## src/rtl/fft_agu_pipe_pkg.sv

```systemverilog
// Shared types, default sizes and the bit-reverse helper for the FFT address generator.
package fft_pkg;

   localparam int M_DEFAULT      = 9;
   localparam int BF_LAT_DEFAULT = 3;
   localparam int ADR_W          = M_DEFAULT;
   localparam int TW_W           = M_DEFAULT - 1;
   localparam int LOG2N_W        = $clog2(M_DEFAULT + 1);

   typedef enum logic [2:0] {
      IDLE,
      RUN,
      LVL_WAIT,
      DRAIN,
      DONE
   } state_e;

   // Reverses the low nbits of v; bits at and above nbits come out zero.
   function automatic logic [31:0] bitrev(input logic [31:0] v, input logic [31:0] nbits);
      logic [31:0] r;
      r = '0;
      for (int i = 0; i < 32; i++) begin
         if (32'(i) < nbits) begin
            r[i] = v[5'(nbits - 32'(i) - 32'd1)];
         end
      end
      return r;
   endfunction

endpackage

```

## src/rtl/fft_agu_pipe_adrcalc.sv

```systemverilog
// Combinational radix-2 butterfly address and twiddle index generation.
module fft_agu_pipe_adrcalc
   import fft_pkg::*;
#(
   parameter int M  = M_DEFAULT,
   parameter int NW = $clog2(M + 1),
   parameter int IW = M - 1
) (
   input  logic [NW-1:0] level,
   input  logic [IW-1:0] index,
   output logic [M-1:0]  adr_a,
   output logic [M-1:0]  adr_b,
   output logic [IW-1:0] tw
);

   logic [M-1:0] idx_w;
   logic [M-1:0] span;
   logic [M-1:0] low;

   // A inserts a zero at bit L of the index, B sets that bit.
   always_comb begin
      idx_w = M'(index);
      span  = M'(1) << level;
      low   = idx_w & (span - M'(1));
      adr_a = ((idx_w >> level) << (32'(level) + 32'd1)) | low;
      adr_b = adr_a + span;
      tw    = IW'(low << (M - 1 - 32'(level)));
   end

endmodule

```

## src/rtl/fft_agu_pipe.sv

```systemverilog
// In-place FFT address generator: level/index FSM, write-back delay line, load counter.
// Optional FFT_AGU_BITREV_EN makes ld_adr bit-reversed over log2n bits.
module fft_agu_pipe
   import fft_pkg::*;
#(
   parameter int M      = M_DEFAULT,
   parameter int BF_LAT = BF_LAT_DEFAULT
) (
   input  logic                     clk,
   input  logic                     reset,
   input  logic                     start,
   input  logic [$clog2(M+1)-1:0]   log2n,
   input  logic                     stall,
   input  logic                     ld_valid,
   output logic                     busy,
   output logic                     done,
   output logic                     err,
   output logic                     rd_en,
   output logic                     rd_sel,
   output logic [M-1:0]             adr_A,
   output logic [M-1:0]             adr_B,
   output logic [M-2:0]             twiddle_adr,
   output logic                     we0,
   output logic                     we1,
   output logic [M-1:0]             wr_adr_A,
   output logic [M-1:0]             wr_adr_B,
   output logic                     res_sel,
   output logic [M-1:0]             ld_adr
);

   localparam int NW = $clog2(M + 1);
   localparam int IW = M - 1;
   localparam int CW = (BF_LAT > 1) ? $clog2(BF_LAT) : 1;

   state_e        state_q, state_d;
   logic [NW-1:0] n_q, n_d;
   logic [NW-1:0] level_q, level_d;
   logic [IW-1:0] index_q, index_d;
   logic [CW-1:0] wait_q, wait_d;
   logic          err_q, err_d;
   logic [M-1:0]  ld_cnt_q, ld_cnt_d;

   logic          issue;
   logic          start_ok;
   logic [IW-1:0] last_idx;
   logic [M-1:0]  ld_mask;
   logic [M-1:0]  ld_adr_raw;
   logic [M-1:0]  adr_a_raw, adr_b_raw;
   logic [IW-1:0] tw_raw;

   fft_agu_pipe_adrcalc #(
      .M  (M),
      .NW (NW),
      .IW (IW)
   ) u_adrcalc (
      .level (level_q),
      .index (index_q),
      .adr_a (adr_a_raw),
      .adr_b (adr_b_raw),
      .tw    (tw_raw)
   );

   always_comb begin
      last_idx = IW'((32'd1 << (n_q - NW'(1))) - 32'd1);
      ld_mask  = (n_q == '0) ? '1 : M'((32'd1 << n_q) - 32'd1);
   end

   always_comb begin
      state_d  = state_q;
      n_d      = n_q;
      level_d  = level_q;
      index_d  = index_q;
      wait_d   = wait_q;
      err_d    = 1'b0;
      issue    = 1'b0;
      start_ok = 1'b0;
      case (state_q)
         IDLE: begin
            if (start) begin
               if (log2n != '0 && 32'(log2n) <= M) begin
                  start_ok = 1'b1;
                  state_d  = RUN;
                  n_d      = log2n;
                  level_d  = '0;
                  index_d  = '0;
               end else begin
                  err_d = 1'b1;
               end
            end
         end
         RUN: begin
            if (!stall) begin
               issue = 1'b1;
               if (index_q == last_idx) begin
                  index_d = '0;
                  wait_d  = CW'(BF_LAT - 1);
                  state_d = (level_q == n_q - NW'(1)) ? DRAIN : LVL_WAIT;
               end else begin
                  index_d = index_q + IW'(1);
               end
            end
         end
         LVL_WAIT: begin
            if (wait_q == '0) begin
               state_d = RUN;
               level_d = level_q + NW'(1);
            end else begin
               wait_d = wait_q - CW'(1);
            end
         end
         DRAIN: begin
            if (wait_q == '0) begin
               state_d = DONE;
            end else begin
               wait_d = wait_q - CW'(1);
            end
         end
         DONE:    state_d = IDLE;
         default: state_d = IDLE;
      endcase
   end

   always_comb begin
      ld_cnt_d = ld_cnt_q;
      if (start_ok) begin
         ld_cnt_d = '0;
      end else if (ld_valid) begin
         ld_cnt_d = (ld_cnt_q + M'(1)) & ld_mask;
      end
   end

   always_ff @(posedge clk) begin
      if (reset) begin
         state_q  <= IDLE;
         n_q      <= '0;
         level_q  <= '0;
         index_q  <= '0;
         wait_q   <= '0;
         err_q    <= 1'b0;
         ld_cnt_q <= '0;
      end else begin
         state_q  <= state_d;
         n_q      <= n_d;
         level_q  <= level_d;
         index_q  <= index_d;
         wait_q   <= wait_d;
         err_q    <= err_d;
         ld_cnt_q <= ld_cnt_d;
      end
   end

   // Write-back pipe mirrors the butterfly latency and shifts every cycle, stall or not.
   genvar gi;
   generate
      for (gi = 0; gi < BF_LAT; gi++) begin : g_dl
         logic         vld_q;
         logic         bank_q;
         logic [M-1:0] a_q;
         logic [M-1:0] b_q;
         if (gi == 0) begin : g_head
            always_ff @(posedge clk) begin
               if (reset) begin
                  vld_q <= 1'b0;
               end else begin
                  vld_q <= issue;
               end
               bank_q <= ~level_q[0];
               a_q    <= adr_a_raw;
               b_q    <= adr_b_raw;
            end
         end else begin : g_tail
            always_ff @(posedge clk) begin
               if (reset) begin
                  vld_q <= 1'b0;
               end else begin
                  vld_q <= g_dl[gi-1].vld_q;
               end
               bank_q <= g_dl[gi-1].bank_q;
               a_q    <= g_dl[gi-1].a_q;
               b_q    <= g_dl[gi-1].b_q;
            end
         end
      end
   endgenerate

`ifdef FFT_AGU_BITREV_EN
   always_comb ld_adr_raw = M'(bitrev(32'(ld_cnt_q), 32'(n_q)));
`else
   always_comb ld_adr_raw = ld_cnt_q;
`endif

   logic run;
   logic wr_vld;

   // Outputs are forced low while reset is held so in-flight writes never leak out.
   always_comb begin
      run         = !reset && (state_q == RUN);
      wr_vld      = !reset && g_dl[BF_LAT-1].vld_q;
      busy        = !reset && (state_q == RUN || state_q == LVL_WAIT || state_q == DRAIN);
      done        = !reset && (state_q == DONE);
      err         = !reset && err_q;
      rd_en       = run && !stall;
      rd_sel      = !reset && level_q[0];
      adr_A       = run ? adr_a_raw : '0;
      adr_B       = run ? adr_b_raw : '0;
      twiddle_adr = run ? tw_raw : '0;
      we0         = wr_vld && !g_dl[BF_LAT-1].bank_q;
      we1         = wr_vld && g_dl[BF_LAT-1].bank_q;
      wr_adr_A    = wr_vld ? g_dl[BF_LAT-1].a_q : '0;
      wr_adr_B    = wr_vld ? g_dl[BF_LAT-1].b_q : '0;
      res_sel     = !reset && n_q[0];
      ld_adr      = reset ? '0 : ld_adr_raw;
   end

endmodule

```

## config.mk

```make
export PLATFORM = sky130hd
export DESIGN_NAME = fft_agu_pipe
export DESIGN_NICKNAME = d
export VERILOG_FILES = /design/src/rtl/fft_agu_pipe_pkg.sv /design/src/rtl/fft_agu_pipe_adrcalc.sv /design/src/rtl/fft_agu_pipe.sv
export SDC_FILE = /design/constraint.sdc
export NUM_CORES = 1
export LEC_CHECK = 0
export BUFFER_PORTS_ARGS = -buffer_cell sky130_fd_sc_hd__clkbuf_2
export CORE_ASPECT_RATIO = 1.2
export CORE_MARGIN = 1.5
export CORE_UTILIZATION = 53
export CTS_BUF_LIST = sky130_fd_sc_hd__clkbuf_8 sky130_fd_sc_hd__clkbuf_16
export DETAILED_ROUTE_END_ITERATION = 10
export GPL_ROUTABILITY_DRIVEN = 0
export GPL_TIMING_DRIVEN = 0
export HOLD_SLACK_MARGIN = 0.06
export PLACE_DENSITY = 0.84
export SYNTH_ARGS = -nofsm -noshare
export SYNTH_HDL_FRONTEND = slang
export SYNTH_SLANG_ARGS = --single-unit
```

## constraint.sdc

```tcl
create_clock -name clk -period 4 [get_ports clk]
set_input_delay 0.6 -clock clk [delete_from_list [all_inputs] [get_ports clk]]
set_output_delay 0.6 -clock clk [all_outputs]
set_load 0.01 [all_outputs]
```

* Yosys cells after proc, flatten, opt, wreduce, memory -nomap -nowiden
Index checks and enable logic that the tools add are counted.
Cells by class: add/subtract/negate cells 11, order comparisons 1, eq/ne operators 13, shift operators 6, muxes and demuxes 33, bitwise gates (word level) 7, reduce and logical (&&, ||, !) cells 32
Operators with widths (count):
- 9-bit 2-to-1 mux | 6
- 8-bit 2-to-1 mux | 5
- 9-bit by 32-bit << shifter with 8-bit output | 1
- 9-bit by 32-bit << shifter with 9-bit output | 1
- 3-bit 2-to-1 mux | 6
- 1-bit by 4-bit << shifter with 9-bit output (first input constant) | 2
- 9-bit by 1-bit subtractor with 9-bit output (second input constant) | 2
- 8-bit case mux with 2 select lines | 1
- 2-bit inequality test (second input constant) | 7
- 4-bit 2-to-1 mux | 3
- 3-bit case mux with 4 select lines | 1
- 4-bit AND reduction | 3
- 1-bit logical AND | 11
- 9-bit by 1-bit adder with 9-bit output (second input constant) | 1
- 9-bit adder | 1
- 8-bit by 9-bit bitwise AND with 9-bit output | 1
- 9-bit bitwise AND | 1
- 9-bit bitwise OR | 1
- 8-bit by 4-bit right shift with 9-bit output | 1
- 8-bit by 1-bit adder with 8-bit output (second input constant) | 1
- 8-bit == test | 1
- 4-bit case mux with 2 select lines | 1
- 1-bit by 4-bit << shifter with 8-bit output (first input constant) | 1
- 8-bit by 1-bit subtractor with 8-bit output (second input constant) | 1
- other kinds (25) | 43
Word-level totals: flip-flop bits (word level) 91, input bits 9, output and inout bits 61, logic and storage cells 122

* Longest topological paths before layout
Gate-level depths: netlist of the first run.
depth in word-level cells 7, depth in mapped cells 19

* Modules after synthesis
Synthesis of the first run repeated with hierarchy kept, for this count alone.
Second synthesis, totals: cell total of the unflattened synthesis 650, area total of the unflattened synthesis 5467.7 µm²
Modules (own cells, without submodules):
- fft_agu_pipe | times used 1, cells an instance 419, area each 3901.2 µm²
- fft_agu_pipe_adrcalc | times used 1, cells an instance 231, area each 1566.5 µm²

* Worst setup path before layout of the first run
OpenSTA, ideal clock, no wires.
path type reg2out, start point register level_q[1], end point output port adr_B[7], data arrival time 3.321 ns, data required time 3.400 ns, path slack 0.079 ns, cell stages (with the launch flop) 17, buffers on the path 4, path through dfxtp_1 > buf_2 > buf_2 > inv_1 > ha_1 > clkbuf_1 > clkbuf_1 > o31a_1 > inv_1 > ha_1 > a21o_1 > a21oi_1 > o21bai_1 > a21oi_1 > o21ai_0 > xor2_1 > and2_1
On the way: longest elaborated chain between the ends 6, elaborated cells on any way between the ends 9
RTL lines:
- start: declaration | line fft_agu_pipe.sv:37 | logic [NW-1:0] level_q, level_d;
- start signal: assignment | line fft_agu_pipe.sv:144 | level_q <= level_d;
- 1-bit by 4-bit << shifter with 9-bit output | line fft_agu_pipe_adrcalc.sv:23 | span = M'(1) << level;
- 9-bit by 1-bit subtractor with 9-bit output | line fft_agu_pipe_adrcalc.sv:24 | low = idx_w & (span - M'(1));
- 8-bit by 9-bit bitwise AND with 9-bit output | line fft_agu_pipe_adrcalc.sv:24
- 9-bit bitwise OR * | line fft_agu_pipe_adrcalc.sv:25 | adr_a = ((idx_w >> level) << (32'(level) + 32'd1)) | low;
- via adr_a_raw[1] | line fft_agu_pipe.sv:48 | logic [M-1:0] adr_a_raw, adr_b_raw;
- 9-bit adder * | line fft_agu_pipe_adrcalc.sv:26 | adr_b = adr_a + span;
- via adr_b_raw[7] | line fft_agu_pipe.sv:48
- 9-bit 2-to-1 mux * | line fft_agu_pipe.sv:205 | adr_B = run ? adr_b_raw : '0;
- end: declaration | line fft_agu_pipe.sv:21 | output logic [M-1:0] adr_B,
Mark *: on every way through the listed nets, which the timed path passes. The rest lies on a longest branch.

* Worst setup path after layout of the first run
start point register level_q[0], end point output port adr_B[7]
Same word-level chain as after synthesis.

==> results by group, run 1 <==
Status
  • Violated checks: negative setup slack
  • Status: finished with violations

Floorplan
  • Die width: 96.7 microns
  • Core area: 0.0101 sq mm
  • Die height: 115 microns
  • Row cnt: 40
  • Die ar.: 0.0112 sq mm
  • Starting Density: 55.2%
  • Ports: 70

Pwr
  • Sw frac: 27.0%
  • Power Density: 295 mW/mm^2
  • Peak VDD IR: 0.233 mV
  • Power Internal: 1.56 mW
  • Clock power share: 40.4%
  • Logic gate share of total power: 15.8%
  • Sequential share of power: 43.9%
  • Pleak: 3.09 nW
  • NetSw: 576 uW

Synth
  • Sequential-to-total area share from yosys stat: 32.7%
  • Ys async rst share: 0%
  • Count leader, synth: dfxtp_1
  • Mapped Cells: 672
  • Most frequent cells after synthesis: 91 x dfxtp_1, 57 x nor2_1, 51 x nand2_1, 35 x and2_1, 29 x clkbuf_1
  • Post-Syn Nets: 709
  • Unique cell type count in the Yosys netlist: 77
  • Synth top area share: 32.7%
  • Syn avg cell area: 8.30 sq um
  • Yosys synthesis warning count: 0
  • Synth area leaders: dfxtp_1 33%, ha_1 6.1%, and2_1 3.9%
  • Post-synth top area cell: dfxtp_1
  • Post-synthesis cell area: 0.00558 sq mm
  • Number of synthesized flops with an enable pin: 0
  • Top_reg_cell synth: dfxtp_1
  • Seq cells post-synth: 91

Timing
  • Setup TNS: -2.59 ns
  • Fmax: 219 MHz
  • Final setup fails: 8
  • Final Hold Vio Count: 0
  • Tightest Pin Transition: 1.13 ns
  • Hold WS: 0.324 ns
  • Final Skew: 0.0181 ns
  • Tcrit/Tclk final: 114%
  • Final WS setup: -0.571 ns
  • Fin crit period: 4.57 ns
  • Slew Limit Fails: 0
  • Slew Limit Headroom: 24.4%
  • RSZ-0062 raised after global routing: true

Placed design
  • PortBufs: 69
  • Placed cell areas: 0.00608 sq mm
  • Pre-CTS setup slack: -0.840 ns
  • Dpl cells: 867
  • Post-DP HPWL: 11000 microns

CTS
  • Cts bufs inserted: 9
  • Clock sink total: 91
  • CTS clk-pin slew, worst paths: 0.07 ns
  • CTS tree: done
  • Number of H-tree levels: 3
  • Deepest clock path buffer count: 2
  • Cts hold-fix bufs: 0
  • Clock root buffer: clkbuf_16
  • Clock Latency Late Sink: 0.35 ns

Route
  • Post-route ant nets: 0
  • Drt first-iter violations: 615
  • Final WL: 19600 microns
  • Wirelength per Cell: 21.0 microns
  • Via count: 6047
  • Vias per inst: 6.49
  • Drt first pass iters: 9
  • Drc violations: 0

Run
  • MaxCap Viol Count: 0

Cells and area
  • Final cell count without fillers: 932
  • Layout cells sized above 1: 30.1%
  • Final instance area: 0.00724 sq mm
  • Antenna diodes: 0
  • Fin nets: 839
  • Syn-to-layout area delta: 29.8%

Critical path
  • Startpoint types: flop
  • CP Max Fanout: 6
  • CP arrival: 3.97 ns
  • Crit path capture type: primary output
  • FF-to-FF path depth: 26
  • Critical Path RT: 3.40 ns
  • Crit Path Category: reg -> out

Hold path
  • Hold depth: 0
  • Hold Crit Class: reg -> reg

GRT
  • First-pass GRT wire length: 28800 microns
  • Vias in the first global route: 5732
  • GRT Overall Usage: 32.3%
  • Initial antenna violation count: 0
  • Grt met1 use: 34.5%
  • Met3 Resource Use GR: 6.87%
  • Largest net degree at the start of global routing: 15
  • Met2 usage: 57.9%
  • Total congestion overflow: 0
  • Busiest layer in global routing: met2
[kinds of logic after synthesis]
group	Yosys count	synth area share, %
xor gates and xnor gates	39	6.12
adders and majority gates	28	6.42
DFF	91	32.7
and+or+nand+nor	279	26.5
muxes	22	5.00
buffers and inverters	73	5.63
AOI/OAI and AO/OA	140	17.7
[what timing repair did]
action | in CTS | in global routing
pin swaps | 20 | 21
setup endpoints to repair | 13 | 12
cloned | 2 | 0
gates resized for setup | 73 | 46
buffers inserted | 41 | 9
[worst paths after layout]
kind / end / slack (ns) / startpoint
max: adr_B[7] / -0.57 / level_q[0]
min: g_dl[1].a_q[8] / 0.32 / g_dl[0].a_q[8]
max reg2reg: g_dl[0].a_q[1] / -0.39 / level_q[0]
min reg2reg: g_dl[1].a_q[8] / 0.32 / g_dl[0].a_q[8]
[cell type report]
type                            count  area, sq um
Tap cell                          126          158
Inverter                           24          105
Clock inverter                      5         55.1
Sequential cell                    91         1830
Multi-Input combinational cell    508         3790
Timing Repair Buffer              120          777
Clock buffer                       10          239
Fill cell                         661         2870
Buffer                             48          287
[per-stage QoR]
stage	utilization, %	power [mW]
3_3_place_gp	60.1	1.21
4_1_cts	69.1	2.09
2_1_floorplan	-	1.15
6_report	71.6	2.14
3_5_place_dp	60.1	1.22
5_1_grt	71.6	2.19
[per-layer routing]
metal	vias up	share of wire (%)
met5	-	0
met4	0	7.9
met3	156	8.7
met2	468	49
met1	2804	34
li1	2619	-
[state kept, by name, summed over array words and instances, names as in the netlist]
| name | cells |
|---|---|
| g_dl.a_q | 27 |
| g_dl.b_q | 27 |
| ld_adr_raw | 9 |
| index_q | 8 |
| level_q | 4 |
| n_q | 4 |
| g_dl.bank_q | 3 |
| g_dl.vld_q | 3 |
| state_q | 3 |
| wait_q | 2 |
| err_q | 1 |
[power by group through the flow]
stage | logic, mW | clock network (mW) | registers, mW
after CTS | 0.308 | 0.847 | 0.934
after detailed placement | 0.267 | 0 | 0.956
after global routing | 0.363 | 0.892 | 0.938
after global placement | 0.258 | 0 | 0.954
after floorplan | 0.202 | 0 | 0.953
final | 0.336 | 0.862 | 0.936
[critical path, cell delays in order, from the launching register on]
cell and delay (ns):
dfxtp_4 0.36, buf_6 0.13, buf_4 0.13, mux4_2 0.51, o211a_4 0.28, a21oi_4 0.17, o31a_1 0.29, inv_2 0.09
ha_4 0.22, a21o_1 0.22, a21oi_4 0.20, o21bai_1 0.10, a21oi_2 0.22, o21ai_2 0.10, xor2_1 0.25, and2_1 0.21
buf_2 0.14
[cell usage in the layout (no fill, tap or decap), types with 10 or more instances in the layout]
master,synthesis,routed
nor2_1,57,57
xor2_1,16,15
nand2b_1,13,12
inv_1,23,20
ha_1,27,18
dfxtp_1,91,87
xnor2_1,23,20
clkbuf_16,0,10
clkbuf_2,1,71
buf_2,13,11
a21oi_1,28,23
o21ai_0,28,21
mux2i_1,13,12
nor2b_1,24,22
nand2_1,51,46
clkbuf_1,29,21
nand3_1,24,22
nor3_1,28,25
buf_4,0,49
and2_1,35,34
Note: power is estimated with default switching activity, not from simulation.
==> inputs of run 2 (changes only) <==
--- a/config.mk
+++ b/config.mk
@@ -8,13 +8,13 @@
 export BUFFER_PORTS_ARGS = -buffer_cell sky130_fd_sc_hd__clkbuf_2
 export CORE_ASPECT_RATIO = 1.2
 export CORE_MARGIN = 1.5
-export CORE_UTILIZATION = 53
+export CORE_UTILIZATION = 58
 export CTS_BUF_LIST = sky130_fd_sc_hd__clkbuf_8 sky130_fd_sc_hd__clkbuf_16
 export DETAILED_ROUTE_END_ITERATION = 10
 export GPL_ROUTABILITY_DRIVEN = 0
 export GPL_TIMING_DRIVEN = 0
 export HOLD_SLACK_MARGIN = 0.06
-export PLACE_DENSITY = 0.84
+export PLACE_DENSITY = 0.87
 export SYNTH_ARGS = -nofsm -noshare
 export SYNTH_HDL_FRONTEND = slang
 export SYNTH_SLANG_ARGS = --single-unit
==> constraint.sdc (replaced) <==
create_clock -name clk -period 5.4 [get_ports clk]
set_input_delay 0.81 -clock clk [delete_from_list [all_inputs] [get_ports clk]]
set_output_delay 0.81 -clock clk [all_outputs]
set_load 0.01 [all_outputs]
==> results by group, run 2 (synthesized netlist as in run 1, its figures left out) <==
CTS
  • Number of H-tree levels: 3 (unchanged)
  • Cts bufs inserted: 9 (unchanged)
  • Clock Latency Late Sink: 0.35 ns (about the same)
  • Cts hold-fix bufs: 0 (unchanged)
  • CTS clk-pin slew, worst paths: 0.06 ns (about the same)
  • CTS tree: done
  • Clock sink total: 91 (unchanged)
  • Deepest clock path buffer count: 2 (unchanged)
  • Clock root buffer: clkbuf_16
  • Post-CTS setup buffer count: 0 (-100%)

GRT
  • Largest net degree at the start of global routing: 17 (+2)
  • Vias in the first global route: 5104 (-11%)
  • First-pass GRT wire length: 24100 microns (-16%)
  • GRT Overall Usage: 29.5% (-2.8 points)
  • Initial antenna violation count: 0 (unchanged)
  • Total congestion overflow: 0 (unchanged)

Critical path
  • Crit path capture type: primary output
  • WP buf/inv: 5 (+1)
  • CP Max Fanout: 13 (+7)
  • R2r startpoint: level_q[1]
  • CP top delay family: adder cells
  • CP startpoint: level_q[1]
  • CP arrival: 4.42 ns (+0.45 ns)
  • Critical Path Slowest Stage Cell: ha_1
  • Critical Path RT: 4.59 ns (+1.19 ns)
  • Crit Path Category: reg -> out
  • Worst path max stage delay: 0.47 ns (-0.04 ns)
  • Startpoint types: flop
  • Worst path cell trace: clkbuf_4 -> clkbuf_4 -> inv_1 -> ha_1 -> a211oi_4 -> nand3_1 -> nand2_1 -> ha_1 -> inv_1 -> fa_1 -> nor2b_1 -> o21ai_0 -> nand2b_1 -> a31oi_1 -> a211o_1 -> nand3_1 -> nor3b_2 -> clkbuf_2

Timing
  • Slew Limit Fails: 0 (unchanged)
  • Final Hold Vio Count: 0 (unchanged)
  • Fmax: 191 MHz
  • RSZ-0062 raised after global routing: false
  • Setup TNS: 0 ns (+2.59 ns)
  • Fin crit period: 5.23 ns
  • Final WS setup: 0.170 ns (+0.740 ns)
  • Tightest Pin Transition: 1.28 ns (+0.150 ns)
  • Final Skew: 0.00903 ns (-0.00906 ns)
  • Tcrit/Tclk final: 96.9%
  • Slew Limit Headroom: 14.4% (-10 points)
  • Final setup fails: 0 (-8)

Route
  • Via count: 5413 (-10%)
  • Vias per inst: 6.17 (-5.0%)
  • Drt first pass iters: 7 (-2)
  • Post-route ant nets: 0 (unchanged)
  • Drc violations: 0 (unchanged)
  • Final WL: 15000 microns (-23%)
  • Drt first-iter violations: 557 (-9.4%)
  • Wirelength per Cell: 17.1 microns (-19%)

Cells and area
  • Most common cell after layout, fill and taps aside: dfxtp_1
  • Antenna diodes: 0 (unchanged)
  • Fin nets: 787 (-6.2%)
  • Layout cells sized above 1: 17.2% (-13 points)
  • Most frequent cells in the layout: 91 x dfxtp_1, 71 x clkbuf_2, 57 x nor2_1
  • Syn-to-layout area delta: 15.4%
  • Number of fill cells: 732 (+11%)

Placed design
  • Pre-CTS setup slack: 0.402 ns (+1.24 ns)
  • Post-DP HPWL: 11100 microns (+0.48%)
  • PortBufs: 69 (unchanged)

Pwr
  • Peak VDD IR: 0.166 mV (-29%)
  • Power Density: 252 mW/mm^2 (-14%)
  • Pleak: 2.70 nW (-12%)

Floorplan
  • Core area: 0.00942 sq mm (-6.8%)
  • Die ar.: 0.0102 sq mm (-8.4%)
  • Ports: 70 (unchanged)
  • Starting Density: 59.2% (+4.1 points)
  • Die width: 92.5 microns (-4.3%)
  • Row cnt: 39 (-2.5%)
  • Die height: 110 microns (-4.3%)

Hold path
  • Hold Crit Class: reg -> reg
  • Worst Hold Launch: g_dl[1].b_q[6]

Status
  • Status: finished, final reports clean

Run
  • MaxCap Viol Count: 0 (unchanged)
run 2: area by class of cell:
type	instances	area, sq um	share of cell area (%)
multi-input cells	508	3460	53.7
well taps	123	154	2.39
repair buffers	69	345	5.37
clock buffers	9	225	3.50
plain buffers	47	221	3.44
flip-flops and latches	91	1820	28.3
inverters	24	90.1	1.40
clock inverters	7	121	1.89
run 2: repair_timing:
| item | in CTS | in global routing |
|---|---|---|
| endpoints found under the setup margin | 1 | 4 |
| gates resized for setup | 1 | 6 |
| hold endpoints to repair | 0 | 0 |
| pin swaps | 0 | 3 |
run 2: worst register-to-register path, cell delays in order, from the launching register on:
cell and delay [ns]:
dfxtp_1 0.40, clkbuf_4 0.23, clkbuf_4 0.23, inv_1 0.09, ha_1 0.47, a211oi_4 0.30, nand3_1 0.11, nand2_1 0.13
ha_1 0.23, inv_1 0.09, fa_1 0.44, nor2b_1 0.13, o21ai_0 0.09, nand2b_1 0.12, a31oi_1 0.11, a211o_1 0.39
a21oi_1 0.24, nor2b_1 0.08
run 2: routing by layer:
layer / GRT usage [%] / part of all wire (%) / vias up
met2: 50.0 / 49 / 301
li1: - / - / 2527
met4: 20.6 / 6.5 / 0
met3: 5.85 / 7.0 / 89
met5: 0 / 0 / -
met1: 32.5 / 37 / 2496
run 2: through the flow:
step	power (mW)	cell area (sq um)	hold slack, ns	utilization [%]	instances
detailed placement	0.907	6080	0.312	64.5	864
CTS	1.62	6430	0.327	68.3	880
global placement	0.898	6080	0.310	64.5	864
finish	1.62	6440	0.326	68.3	878
global route	1.67	6440	0.332	68.3	878
floorplan	0.855	5580	0.310	-	672
run 2: path summary, 6_finish.rpt:
check        slack [ns]        endpoint  cells past startpoint
max reg2reg        1.40  g_dl[0].b_q[8]                     17
max                0.17        adr_B[8]                     18
min                0.33  g_dl[2].b_q[6]                      0
min reg2reg        0.33  g_dl[2].b_q[6]                      0
run 2: where the power goes:
group          switching [mW]  internal [mW]  total [mW]
Clock                   0.268          0.455       0.724
Sequential            0.00793          0.686       0.694
Combinational           0.130         0.0756       0.206
==> inputs of run 3 (changes only) <==
==> constraint.sdc (replaced) <==
create_clock -name clk -period 6.5 [get_ports clk]
set_input_delay 0.975 -clock clk [delete_from_list [all_inputs] [get_ports clk]]
set_output_delay 0.975 -clock clk [all_outputs]
set_load 0.01 [all_outputs]
==> results by group, run 3 (synthesized netlist as in run 1, its figures left out) <==
Status
  • Status: finished, final reports clean

Cells and area
  • Utilization after layout: 68.2% (-0.13 points)
  • Antenna diodes: 0 (unchanged)
  • Fin nets: 789 (+0.25%)
  • Syn-to-layout area delta: 15.2%
  • Final instance area: 0.00642 sq mm (-0.19%)
  • Layout cells sized above 1: 16.9% (-0.31 points)
  • Final cell count without fillers: 880 (+0.23%)
  • Most common cell after layout, fill and taps aside: dfxtp_1
  • Most frequent cells in the layout: 91 x dfxtp_1, 70 x clkbuf_2, 57 x nor2_1

Critical path
  • Worst setup endpoint: adr_B[8]
  • Worst R2R End: g_dl[0].b_q[8]
  • CP arrival: 4.78 ns (+0.36 ns)
  • CP startpoint: level_q[1]
  • Critical Path RT: 5.52 ns (+0.93 ns)
  • Startpoint types: flop
  • CP Max Fanout: 10 (-3)
  • R2r startpoint: level_q[1]
  • FF-to-FF path depth: 18 (+1)
  • Crit Path Category: reg -> out
  • Flop2flop setup slack: 2.14 ns (+0.74 ns)
  • Crit path capture type: primary output

Timing
  • Slew Limit Fails: 0 (unchanged)
  • Fmax: 174 MHz
  • Final setup fails: 0 (unchanged)
  • Final Skew: 0.00774 ns (-0.00129 ns)
  • RSZ-0062 raised after global routing: false
  • Final Hold Vio Count: 0 (unchanged)
  • Hold WS: 0.326 ns (+0.0000660 ns)
  • Tcrit/Tclk final: 88.6%
  • Slew Limit Headroom: 18.1% (+3.8 points)
  • Fin crit period: 5.76 ns
  • Setup TNS: 0 ns (unchanged)
  • Tightest Pin Transition: 1.22 ns (-0.0562 ns)

GRT
  • Largest net degree at the start of global routing: 17 (unchanged)
  • First-pass GRT wire length: 24200 microns (+0.46%)
  • Vias in the first global route: 5103 (-0.020%)
  • GRT Overall Usage: 29.6% (+0.11 points)
  • Total congestion overflow: 0 (unchanged)
  • Initial antenna violation count: 0 (unchanged)

Pwr
  • Pleak: 2.71 nW (+0.17%)
  • Peak VDD IR: 0.139 mV (-17%)
  • Power Density: 210 mW/mm^2 (-17%)

CTS
  • CTS clk-pin slew, worst paths: 0.06 ns (about the same)
  • Post-CTS setup buffer count: 0 (unchanged)
  • Clock root buffer: clkbuf_16
  • CTS resizes: 0 (-1)
  • CTS tree: done
  • Number of H-tree levels: 3 (unchanged)
  • Deepest clock path buffer count: 2 (unchanged)
  • Cts hold-fix bufs: 0 (unchanged)
  • Clock Latency Late Sink: 0.35 ns (about the same)
  • Cts bufs inserted: 9 (unchanged)
  • Clock sink total: 91 (unchanged)

Placed design
  • Placed cell areas: 0.00608 sq mm (unchanged)
  • Dpl cells: 864 (unchanged)
  • PortBufs: 69 (unchanged)
  • Post-DP HPWL: 11100 microns (unchanged)

Floorplan
  • Core area: 0.00942 sq mm (unchanged)
  • Ports: 70 (unchanged)
  • Die ar.: 0.0102 sq mm (unchanged)
  • Die width: 92.5 microns (unchanged)
  • Starting Density: 59.2% (unchanged)
  • Die height: 110 microns (unchanged)
  • Row cnt: 39 (unchanged)

Route
  • Post-route ant nets: 0 (unchanged)
  • Final WL: 15100 microns (+0.36%)
  • Drt first pass iters: 7 (unchanged)
  • Drc violations: 0 (unchanged)
  • Drt first-iter violations: 591 (+6.1%)
  • Via count: 5428 (+0.28%)
  • Vias per inst: 6.17 (about the same)
  • Wirelength per Cell: 17.1 microns (+0.13%)

Hold path
  • Hold Crit Class: reg -> reg

Run
  • MaxCap Viol Count: 0 (unchanged)
-- run 3: changes by cell type in the layout (fill, tap and decap cells not counted) --
cell	change
clkbuf_4	-2
a211oi_1	+1
nand2_1	+1
nand2_2	-1
clkbuf_2	-1
clkbuf_1	+2
buf_2	+3
a211oi_4	-1
-- run 3: worst max-delay path, stage by stage, from the launching register on --
cell and delay [ns]:
dfxtp_1 0.40, buf_2 0.23, buf_2 0.26, inv_1 0.11, ha_1 0.34, clkbuf_1 0.24, a211oi_1 0.48, nand3_1 0.15
nand2_1 0.14, ha_1 0.22, inv_1 0.09, fa_1 0.44, nor2b_1 0.13, o21ai_0 0.09, nand2b_1 0.12, a31oi_1 0.12
a211o_1 0.36, nand3_1 0.13, nor3b_2 0.20, clkbuf_2 0.18
-- run 3: worst min path at each step --
stage	start	endpoint	slack, ns	depth (start not counted)
finish	g_dl[1].b_q[6]	g_dl[2].b_q[6]	0.33	0
global route	g_dl[1].bank_q	g_dl[2].bank_q	0.33	0
CTS	g_dl[1].b_q[6]	g_dl[2].b_q[6]	0.33	0
detailed placement	g_dl[0].a_q[4]	g_dl[1].a_q[4]	0.31	0
global placement	g_dl[1].b_q[5]	g_dl[2].b_q[5]	0.31	0
floorplan	g_dl[0].a_q[0]	g_dl[1].a_q[0]	0.31	0
-- run 3: layer usage --
metal	global-route usage [%]	routed length, microns	vias to the layer above
met1	32.6	5670	2529
met4	20.3	877	0
met5	0	0	-
met3	6.20	1040	74
met2	50.1	7480	289
li1	-	-	2536
-- run 3: layout make-up --
| type | count | area [sq um] |
|---|---|---|
| multi-input combinational | 508 | 3440 |
| fill | 734 | 2990 |
| sequential | 91 | 1820 |
| timing repair buffer | 69 | 345 |
| clock buffer | 9 | 225 |
| buffer | 49 | 224 |
| tap | 123 | 154 |
| clock inverter | 7 | 121 |
| inverter | 24 | 90.1 |
-- run 3: power breakdown --
group	internal [mW]	switching, mW
Sequential	0.570	0.00661
Combinational	0.0627	0.109
Clock	0.378	0.226
Total	1.01	0.341
-- run 3: metrics by stage --
step	worst slack, ns	total power [mW]
2_1_floorplan	2.20	0.711
3_3_place_gp	1.45	0.746
3_5_place_dp	1.34	0.754
4_1_cts	0.911	1.35
5_1_grt	0.500	1.39
6_report	0.740	1.35
